===== src/rtl/pca_pkg.sv =====
// Shared constants, group generate/propagate helper and elaboration checks
// for the pipelined carry-lookahead adder.
`ifndef PCA_PKG_MACROS
`define PCA_PKG_MACROS
`define PCA_CHECK_WIDTH(W, S) \
  if (((W) % (S)) != 0) begin : g_bad_width \
    $fatal(1, "WIDTH must be a multiple of SEG_W"); \
  end
`define PCA_CHECK_SEG(S) \
  if (((S) % pca_pkg::GRP_W) != 0) begin : g_bad_seg \
    $fatal(1, "SEG_W must be a multiple of 4"); \
  end
`endif

package pca_pkg;
  localparam int GRP_W = 4;

  // Returns {G, P} of one 4-bit group, both as flat sums of products.
  function automatic logic [1:0] cla_group_gp(input logic [GRP_W-1:0] a,
                                              input logic [GRP_W-1:0] b);
    logic [GRP_W-1:0] g, p;
    g = a & b;
    p = a ^ b;
    return {g[3] | (p[3] & g[2]) | (p[3] & p[2] & g[1]) | (p[3] & p[2] & p[1] & g[0]),
            &p};
  endfunction
endpackage


===== src/rtl/cla_segment.sv =====
// Combinational SEG_W-bit two-level carry-lookahead adder: 4-bit groups,
// then a lookahead level across groups. Every carry is a flat sum of products.
module cla_segment
  import pca_pkg::*;
#(
  parameter int SEG_W = 8
) (
  input  logic [SEG_W-1:0] a,
  input  logic [SEG_W-1:0] b,
  input  logic             cin,
  output logic [SEG_W-1:0] sum,
  output logic             cout
);
  localparam int NGRP = SEG_W / GRP_W;

  logic [SEG_W-1:0] g, p, c;
  logic [NGRP-1:0]  grp_g, grp_p;
  logic [NGRP:0]    grp_c;
  logic             gacc, gterm, bacc, bterm;

  assign g = a & b;
  assign p = a ^ b;

  for (genvar j = 0; j < NGRP; j++) begin : g_grp
    assign {grp_g[j], grp_p[j]} = cla_group_gp(a[j*GRP_W +: GRP_W], b[j*GRP_W +: GRP_W]);
  end

  // grp_c[j] = cin&P[j-1..0] | sum_i G[i]&P[j-1..i+1]; no term feeds another carry
  always_comb begin
    grp_c = '0;
    gacc  = 1'b0;
    gterm = 1'b0;
    for (int j = 0; j <= NGRP; j++) begin
      gacc = cin;
      for (int k = 0; k < j; k++) gacc = gacc & grp_p[k];
      for (int i = 0; i < j; i++) begin
        gterm = grp_g[i];
        for (int k = i + 1; k < j; k++) gterm = gterm & grp_p[k];
        gacc = gacc | gterm;
      end
      grp_c[j] = gacc;
    end
  end

  always_comb begin
    c     = '0;
    bacc  = 1'b0;
    bterm = 1'b0;
    for (int j = 0; j < NGRP; j++) begin
      for (int bi = 0; bi < GRP_W; bi++) begin
        bacc = grp_c[j];
        for (int k = 0; k < bi; k++) bacc = bacc & p[j*GRP_W + k];
        for (int i = 0; i < bi; i++) begin
          bterm = g[j*GRP_W + i];
          for (int k = i + 1; k < bi; k++) bterm = bterm & p[j*GRP_W + k];
          bacc = bacc | bterm;
        end
        c[j*GRP_W + bi] = bacc;
      end
    end
  end

  assign sum  = p ^ c;
  assign cout = grp_c[NGRP];
endmodule


===== src/rtl/pipelined_cla_adder.sv =====
// Pipelined adder/subtractor: one SEG_W-bit lookahead segment per stage,
// registered inter-segment carries, one global advance enable for flow control.
module pipelined_cla_adder
  import pca_pkg::*;
#(
  parameter int WIDTH = 32,
  parameter int SEG_W = 8
) (
  input  logic             clk,
  input  logic             rst_n,
  input  logic             in_valid,
  output logic             in_ready,
  input  logic [WIDTH-1:0] in_a,
  input  logic [WIDTH-1:0] in_b,
  input  logic             in_sub,
  input  logic             in_cin,
  output logic             out_valid,
  input  logic             out_ready,
  output logic [WIDTH-1:0] out_sum,
  output logic             out_cout,
  output logic             out_ovf
);
  localparam int NSEG = WIDTH / SEG_W;

  `PCA_CHECK_WIDTH(WIDTH, SEG_W)
  `PCA_CHECK_SEG(SEG_W)

  // Index 0 is the input tap; index k+1 is the register bank of stage k.
  logic [NSEG:0]            vld_pipe;
  logic [NSEG:0]            c_pipe;
  logic [NSEG:0][WIDTH-1:0] a_pipe, b_pipe, s_pipe;
  logic                     adv;
  logic                     unused_tail;

  assign adv      = !vld_pipe[NSEG] || out_ready;
  assign in_ready = adv;

  assign vld_pipe[0] = in_valid;
  assign a_pipe[0]   = in_a;
  assign b_pipe[0]   = in_sub ? ~in_b : in_b;
  assign c_pipe[0]   = in_cin ^ in_sub;
  assign s_pipe[0]   = '0;

  for (genvar k = 0; k < NSEG; k++) begin : g_stage
    logic [SEG_W-1:0] seg_sum;
    logic             seg_cout;
    logic [WIDTH-1:0] s_nxt;
    logic             vld_q, c_q;
    logic [WIDTH-1:0] a_q, b_q, s_q;

    cla_segment #(.SEG_W(SEG_W)) u_seg (
      .a    (a_pipe[k][k*SEG_W +: SEG_W]),
      .b    (b_pipe[k][k*SEG_W +: SEG_W]),
      .cin  (c_pipe[k]),
      .sum  (seg_sum),
      .cout (seg_cout)
    );

    always_comb begin
      s_nxt = s_pipe[k];
      s_nxt[k*SEG_W +: SEG_W] = seg_sum;
    end

    // Operands ride along whole; bits below the current segment go dead and
    // only the MSBs survive to the last stage for the overflow test.
    always_ff @(posedge clk or negedge rst_n) begin
      if (!rst_n) begin
        vld_q <= 1'b0;
        c_q   <= 1'b0;
        a_q   <= '0;
        b_q   <= '0;
        s_q   <= '0;
      end else if (adv) begin
        vld_q <= vld_pipe[k];
        c_q   <= seg_cout;
        a_q   <= a_pipe[k];
        b_q   <= b_pipe[k];
        s_q   <= s_nxt;
      end
    end

    assign vld_pipe[k+1] = vld_q;
    assign c_pipe[k+1]   = c_q;
    assign a_pipe[k+1]   = a_q;
    assign b_pipe[k+1]   = b_q;
    assign s_pipe[k+1]   = s_q;
  end

  assign out_valid = vld_pipe[NSEG];
  assign out_sum   = s_pipe[NSEG];
  assign out_cout  = c_pipe[NSEG];
  assign out_ovf   = (a_pipe[NSEG][WIDTH-1] == b_pipe[NSEG][WIDTH-1]) &&
                     (s_pipe[NSEG][WIDTH-1] != a_pipe[NSEG][WIDTH-1]);

  assign unused_tail = ^{a_pipe[NSEG][WIDTH-2:0], b_pipe[NSEG][WIDTH-2:0]};
endmodule


===== config.mk =====
export PLATFORM = sky130hd
export DESIGN_NAME = pipelined_cla_adder
export DESIGN_NICKNAME = d
export VERILOG_FILES = /design/src/rtl/pca_pkg.sv /design/src/rtl/cla_segment.sv /design/src/rtl/pipelined_cla_adder.sv
export SDC_FILE = /design/constraint.sdc
export NUM_CORES = 1
export LEC_CHECK = 0
export CAP_MARGIN = 10
export CORE_UTILIZATION = 40
export DETAILED_ROUTE_END_ITERATION = 10
export PLACE_DENSITY_LB_ADDON = 0.2
export REMOVE_ABC_BUFFERS = 1
export SETUP_SLACK_MARGIN = 0.02
export SYNTH_ARGS = -nofsm -noshare
export SYNTH_HDL_FRONTEND = slang
export SYNTH_SLANG_ARGS = --single-unit

===== constraint.sdc =====
create_clock -name clk -period 2.9 [get_ports clk]
set_input_delay 0.87 -clock clk [delete_from_list [all_inputs] [get_ports clk]]
set_output_delay 0.87 -clock clk [all_outputs]
set_load 0.01 [all_outputs]

# Word-level counts from Yosys, hierarchy flattened
# Index checks and enable logic that the tools add are counted.
word_totals:
  latch_bits: 0
  inputBits: 70
  mem_count: 0
  rom_bits: 0
  ramBits: 0
  register_bits: 344
classes:
  addsub: 0
  n_mux: 1
  div_mod_pow: 0
  n_eq_ne: 2
  magnitude_cmp: 0
  bitwise: 214
  n_shift: 0
  n_reduce_logical: 11
  multipliers: 0
op_table:
  columns: ["cell", "n"]
  rows:
  - ["$and 1x1->1", 100]
  - ["$or 1x1->1", 84]
  - ["$xor 8x8->8", 8]
  - ["$and 4x4->4", 8]
  - ["$mux 32", 1]
  - ["$not 32->32", 1]
  - ["$reduce_and 4->1", 8]
  - ["$xor 4x4->4", 8]
  - ["$and 7x7->7", 4]
  - ["$eq 1x1->1", 1]
  - ["$logic_and 1x1->1", 1]
  - ["$logic_not 1->1", 1]
  - ["$logic_or 1x1->1", 1]
  - ["$ne 1x1->1", 1]
  - ["$xor 1x1->1", 1]

# Depth between registers and ports, before layout
# Gate-level depths: netlist (run 1).
logic_depth:
  ltp_word: 15
  depth_mapped: 12
  depth_no_buf: 10

# Cells and area by module
# A second synthesis (run 1) with hierarchy kept.
unflattened:
  hier_cells: 590
  hier_area_um2: 9127.5
modules_own_cells:
  columns: ["mod", "seq_area_each_um2", "area_per_inst_um2", "n_inst", "cells_per_inst"]
  rows:
  - ["pipelined_cla_adder", 4654.5, 7761.2, 1, 434]
  - ["cla_segment at g_stage[1].u_seg ...", 0.0, 345.3, 3, 40]
  - ["cla_segment at g_stage[0].u_seg", 0.0, 330.3, 1, 36]

# Least setup slack after synthesis (run 1)
# OpenSTA, ideal clock, no wires.
synth_path:
  kind: "input port to flip-flop"
  start: "input in_sub"
  end: "register g_stage[0].s_q[7]"
  arrival_time_ns: 2.981
  n_path_buf: 2
  cell_stages: 12
  setup_slack_ns: -0.213
  required_time_ns: 2.768
  path_cell_list: "buf_4 > buf_2 > xor2_1 > ha_1 > a211o_1 > a21o_1 > a31o_2 > ha_1 > o211ai_1 > nand2_1 > xnor2_1 > o21ai_1"
synth_between:
  elab_chain_cells: 14
synth_lines:
  columns: ["element", "line", "rtl"]
  rows:
  - ["start: declaration", "pipelined_cla_adder.sv:15", "input logic in_sub,"]
  - ["$mux 32", "pipelined_cla_adder.sv:40", "assign b_pipe[0] = in_sub ? ~in_b : in_b;"]
  - ["$xor 4x4->4 or $and 4x4->4 (tied branches)", "pca_pkg.sv:23, pca_pkg.sv:22", null]
  - ["$and 1x1->1", "pca_pkg.sv:24", "return {g[3] | (p[3] & g[2]) | (p[3] & p[2] & g[1]) | (p[3] & p[2] & p[1] & g[0]),"]
  - ["$or 1x1->1 or $and 1x1->1 (tied branches) (2 in a row)", "pca_pkg.sv:24", null]
  - ["$or 1x1->1", "pca_pkg.sv:24", null]
  - ["$or 1x1->1", "cla_segment.sv:39", "gacc = gacc | gterm;"]
  - ["$and 1x1->1 (3 in a row)", "cla_segment.sv:52", "for (int k = 0; k < bi; k++) bacc = bacc & p[j*GRP_W + k];"]
  - ["$or 1x1->1 (3 in a row)", "cla_segment.sv:56", "bacc = bacc | bterm;"]
  - ["$xor 8x8->8 *", "cla_segment.sv:63", "assign sum = p ^ c;"]
  - ["end signal: assignment", "pipelined_cla_adder.sv:78", "s_q <= s_nxt;"]
  - ["end: declaration", "pipelined_cla_adder.sv:49", "logic [WIDTH-1:0] a_q, b_q, s_q;"]
# Mark *: on every way between the ends. The rest lies on a longest branch, timed or not.
# A chain may end at the register's enable or synchronous reset.

# Worst setup path in the final report (run 1)
layout_path:
  start: "input in_b[2]"
  end: "register g_stage[0].s_q[7]"
layout_between:
  elab_chain_cells: 15
layout_lines:
  columns: ["element", "line", "rtl"]
  rows:
  - ["start: declaration", "pipelined_cla_adder.sv:14", "input logic [WIDTH-1:0] in_b,"]
  - ["$not 32->32", "pipelined_cla_adder.sv:40", null]
  - ["$mux 32 *", "pipelined_cla_adder.sv:40", null]
  - ["$and 4x4->4 or $xor 4x4->4 (tied branches)", "pca_pkg.sv:22, pca_pkg.sv:23", null]
  - ["$and 1x1->1", "pca_pkg.sv:24", null]
  - ["$or 1x1->1 or $and 1x1->1 (tied branches) (2 in a row)", "pca_pkg.sv:24", null]
  - ["$or 1x1->1", "pca_pkg.sv:24", null]
  - ["$or 1x1->1 *", "cla_segment.sv:39", null]
  - ["$and 1x1->1 * (3 in a row)", "cla_segment.sv:52", null]
  - ["$or 1x1->1 * (3 in a row)", "cla_segment.sv:56", null]
  - ["$xor 8x8->8 *", "cla_segment.sv:63", null]
# Marks and branches as above.

==> results of run 1 <==
cells in the mapped netlist, types with 10 or more instances:
cell,number,share of area (%)
xnor2_1,41,4.2
inv_1,14,0.62
dfrtp_1,186,55
o21ai_0,10,0.59
nor2_1,24,1.1
nand2_1,424,19
buf_2,27,1.6
xor2_1,15,1.5
clkbuf_1,16,0.71
ha_1,40,5.9
o21ai_1,49,2.9
a21oi_1,37,2.2
cells in the final DEF (no fill, tap or decap), types with 2 or more instances in the layout:
cell type	instances
fa_1	8
buf_4	23
clkdlybuf4s50_1	102
nor2_1	24
inv_6	4
o21ai_1	49
clkbuf_8	2
bufinv_16	4
a21oi_1	37
xnor2_1	41
buf_12	2
nand2_1	424
mux2_1	3
o211ai_1	4
a21o_1	7
nand4_1	2
o21ai_0	10
nor3_1	2
dfrtp_1	186
clkinv_4	2
ha_1	40
clkbuf_16	17
xor2_1	15
inv_1	14
clkinvlp_4	3
nand2b_1	9
state kept, by name, indices dropped and copies added (netlist names):
register	cells
g_stage.a_q	49
g_stage.b_q	49
g_stage.s_q	48
out_sum	32
g_stage.c_q	3
g_stage.vld_q	3
out_cout	1
out_valid	1
cell type report:
class / count / area [µm²] / share of cell area [%]
clock buffer: 18 / 439 / 4.16
clock inverter: 13 / 191 / 1.82
inverter: 16 / 65.1 / 0.617
multi-input combinational: 683 / 3600 / 34.1
sequential: 186 / 4650 / 44.1
tap: 270 / 338 / 3.20
timing repair buffer: 130 / 1260 / 12.0
critical path: stages:
cell and delay [ns]:
clkdlybuf4s50_1 0.47, xor2_1 0.14, ha_1 0.26, a211o_1 0.26, a21o_1 0.16, a31o_2 0.26
ha_1 0.19, o211ai_1 0.17, nand2_1 0.08, xnor2_1 0.13, o21ai_1 0.07
how the worst max path moves through the flow:
| stage | from | slack [ns] | to |
|---|---|---|---|
| detailed placement | in_b[2] | -0.32 | g_stage[0].s_q[7] |
| global route | in_b[2] | 0.04 | g_stage[0].s_q[7] |
| finish | in_b[2] | 0.12 | g_stage[0].s_q[7] |
| floorplan | out_ready | -9.78 | g_stage[1].c_q |
| CTS | in_b[2] | 0.12 | g_stage[0].s_q[7] |
| global placement | in_b[2] | -0.32 | g_stage[0].s_q[7] |
routing by layer:
layer	up-vias	part of all wire [%]	track usage (%)
li1	3141	-	-
met5	-	0	0
met1	2784	48	21.3
met3	11	4.7	4.04
met4	0	1.1	5.26
met2	88	46	26.6
through the flow:
step,worst slack [ns],setup TNS [ns],hold WS [ns]
2_1_floorplan,-9.78,-1584.02,0.430
3_3_place_gp,-0.322,-0.919,0.442
3_5_place_dp,-0.325,-1.07,0.447
4_1_cts,0.121,0,0.444
5_1_grt,0.0421,0,0.468
6_report,0.118,0,0.423
where the power goes:
part           leakage (µW)  switching [µW]  total (µW)  internal, µW
sequential          0.00224             651        4410          3760
clock              0.000299             994        2470          1470
combinational       0.00263            2210        4160          1960
total               0.00516            3850       11000          7190
cell families after synthesis:
group                      share of synthesized area [%]
adders and majority gates                           7.76
DFF                                                 54.7
buffers and inverters                               3.13
muxes                                              0.515
and+or+nand+nor                                     20.8
xor gates and xnor gates                            5.96
AOI/OAI and AO/OA                                   7.18
==> flow_metrics.tcl, run 1 <==
set metrics [dict create \
    slew_violations 0 \
    place.gp.congestion 0.782 \
    rsz0062_at_grt "false" \
    ys_seq_elements 186 \
    finalPower_uw 11000 \
    placed_area_um2 9920 \
    cts-resized-gates 1 \
    clk_pin_slew_ns 0.07 \
    area_delta_synth_final_pct 23.9 \
    reg2reg_slack_ns 0.84 \
    ys.flop_type "dfrtp_1" \
    ant_nets 0 \
    port_buffers 105 \
    post-cts-setup-buffers 0 \
    layout-drive-gt1-share_pct 6.21 \
    clock_sinks 186 \
    die_x_um 148 \
    cp-end-kind "flop" \
    syn_area_per_cell_um2 9.15 \
    reg2reg_depth 9 \
    antennaDiodeCount 0 \
    irDropWorstVdd_mv 0.413 \
    hold_viol_final 0 \
    ctsLongestPathBuffers 2 \
    clk_latency_ns 0.42 \
    yosys.cell_types.count 30 \
    final.fill_count 1993 \
    final_cell_area_um2 10500 \
    cts_inserted_buffers 17 \
    max_freq_mhz 359 \
    holdBufCountCts 0 \
    power_density_nw_per_um2 1050 \
    drc 0 \
    grt_first_pass_wirelength_um 28500 \
    relSlewSlack_pct 60.6 \
    place_inst 1285 \
    hold_path_class "in -> async" \
    yosysWarnings 0 \
    leakage_uw 0.00516 \
    cts_tree "done" \
    layout.nets 1152 \
    crit_required_ns 3.19 \
    post-route-util_pct 51.3 \
    path_max_fanout 2 \
    core-area_um2 20600 \
    fin_cells 1316 \
    syn_inst 930 \
    cts-root-buf "clkbuf_16" \
    worst_pin_slew_ns 0.591 \
    first_global_vias 6069 \
    synth.yosys.seq_area_share_pct 54.7 \
    synth_edf_count 0 \
    synth_area_um2 8510 \
    io_pins 106 \
    startpoint_type "input pin" \
    antenna_found_initial 0 \
    via_per_inst 4.58 \
    cp.arrival_ns 3.07 \
    rr_startpoint "g_stage[2].b_q[26]" \
    max-cap-violations 0 \
    async_flop_share_pct 100 \
    status "finished, final reports clean" \
    htreeDepth 4 \
    grt_usage_pct 16.3 \
    dieArea_um2 21900 \
    period_share_pct 95.9 \
    r2r_end "out_sum[31]" \
    hpwl_um 11100 \
    finalSetupViolCount 0 \
    overflow 0 \
    initialDrtViolationCount 285 \
    vias 6024 \
    routed_wirelength_um 16300 \
    die_h_um 148 \
    clock-skew-final_ns 0.00841 \
    initial_core_util_pct 41.4 \
    fin_crit_ns 2.78 \
    rows 52 \
    grt_max_degree 106 \
    critPathKind "in -> reg" \
    routedWlPerCell_um 12.4 \
    drt-pass1-iter-count 4 \
]
Note: power is estimated with default switching activity, not from simulation.
==> inputs of run 2 (changes only) <==
Settings changed: CAP_MARGIN 10 to default, HOLD_SLACK_MARGIN from default to 0.15.
==> results of run 2 <==
Final layout, timing and power as in run 1 (identical DEF).
==> inputs of run 3 (changes only) <==
Settings changed: GPL_ROUTABILITY_DRIVEN from default to 0.
==> results of run 3 <==
Final layout, timing and power as in run 1 (identical DEF).
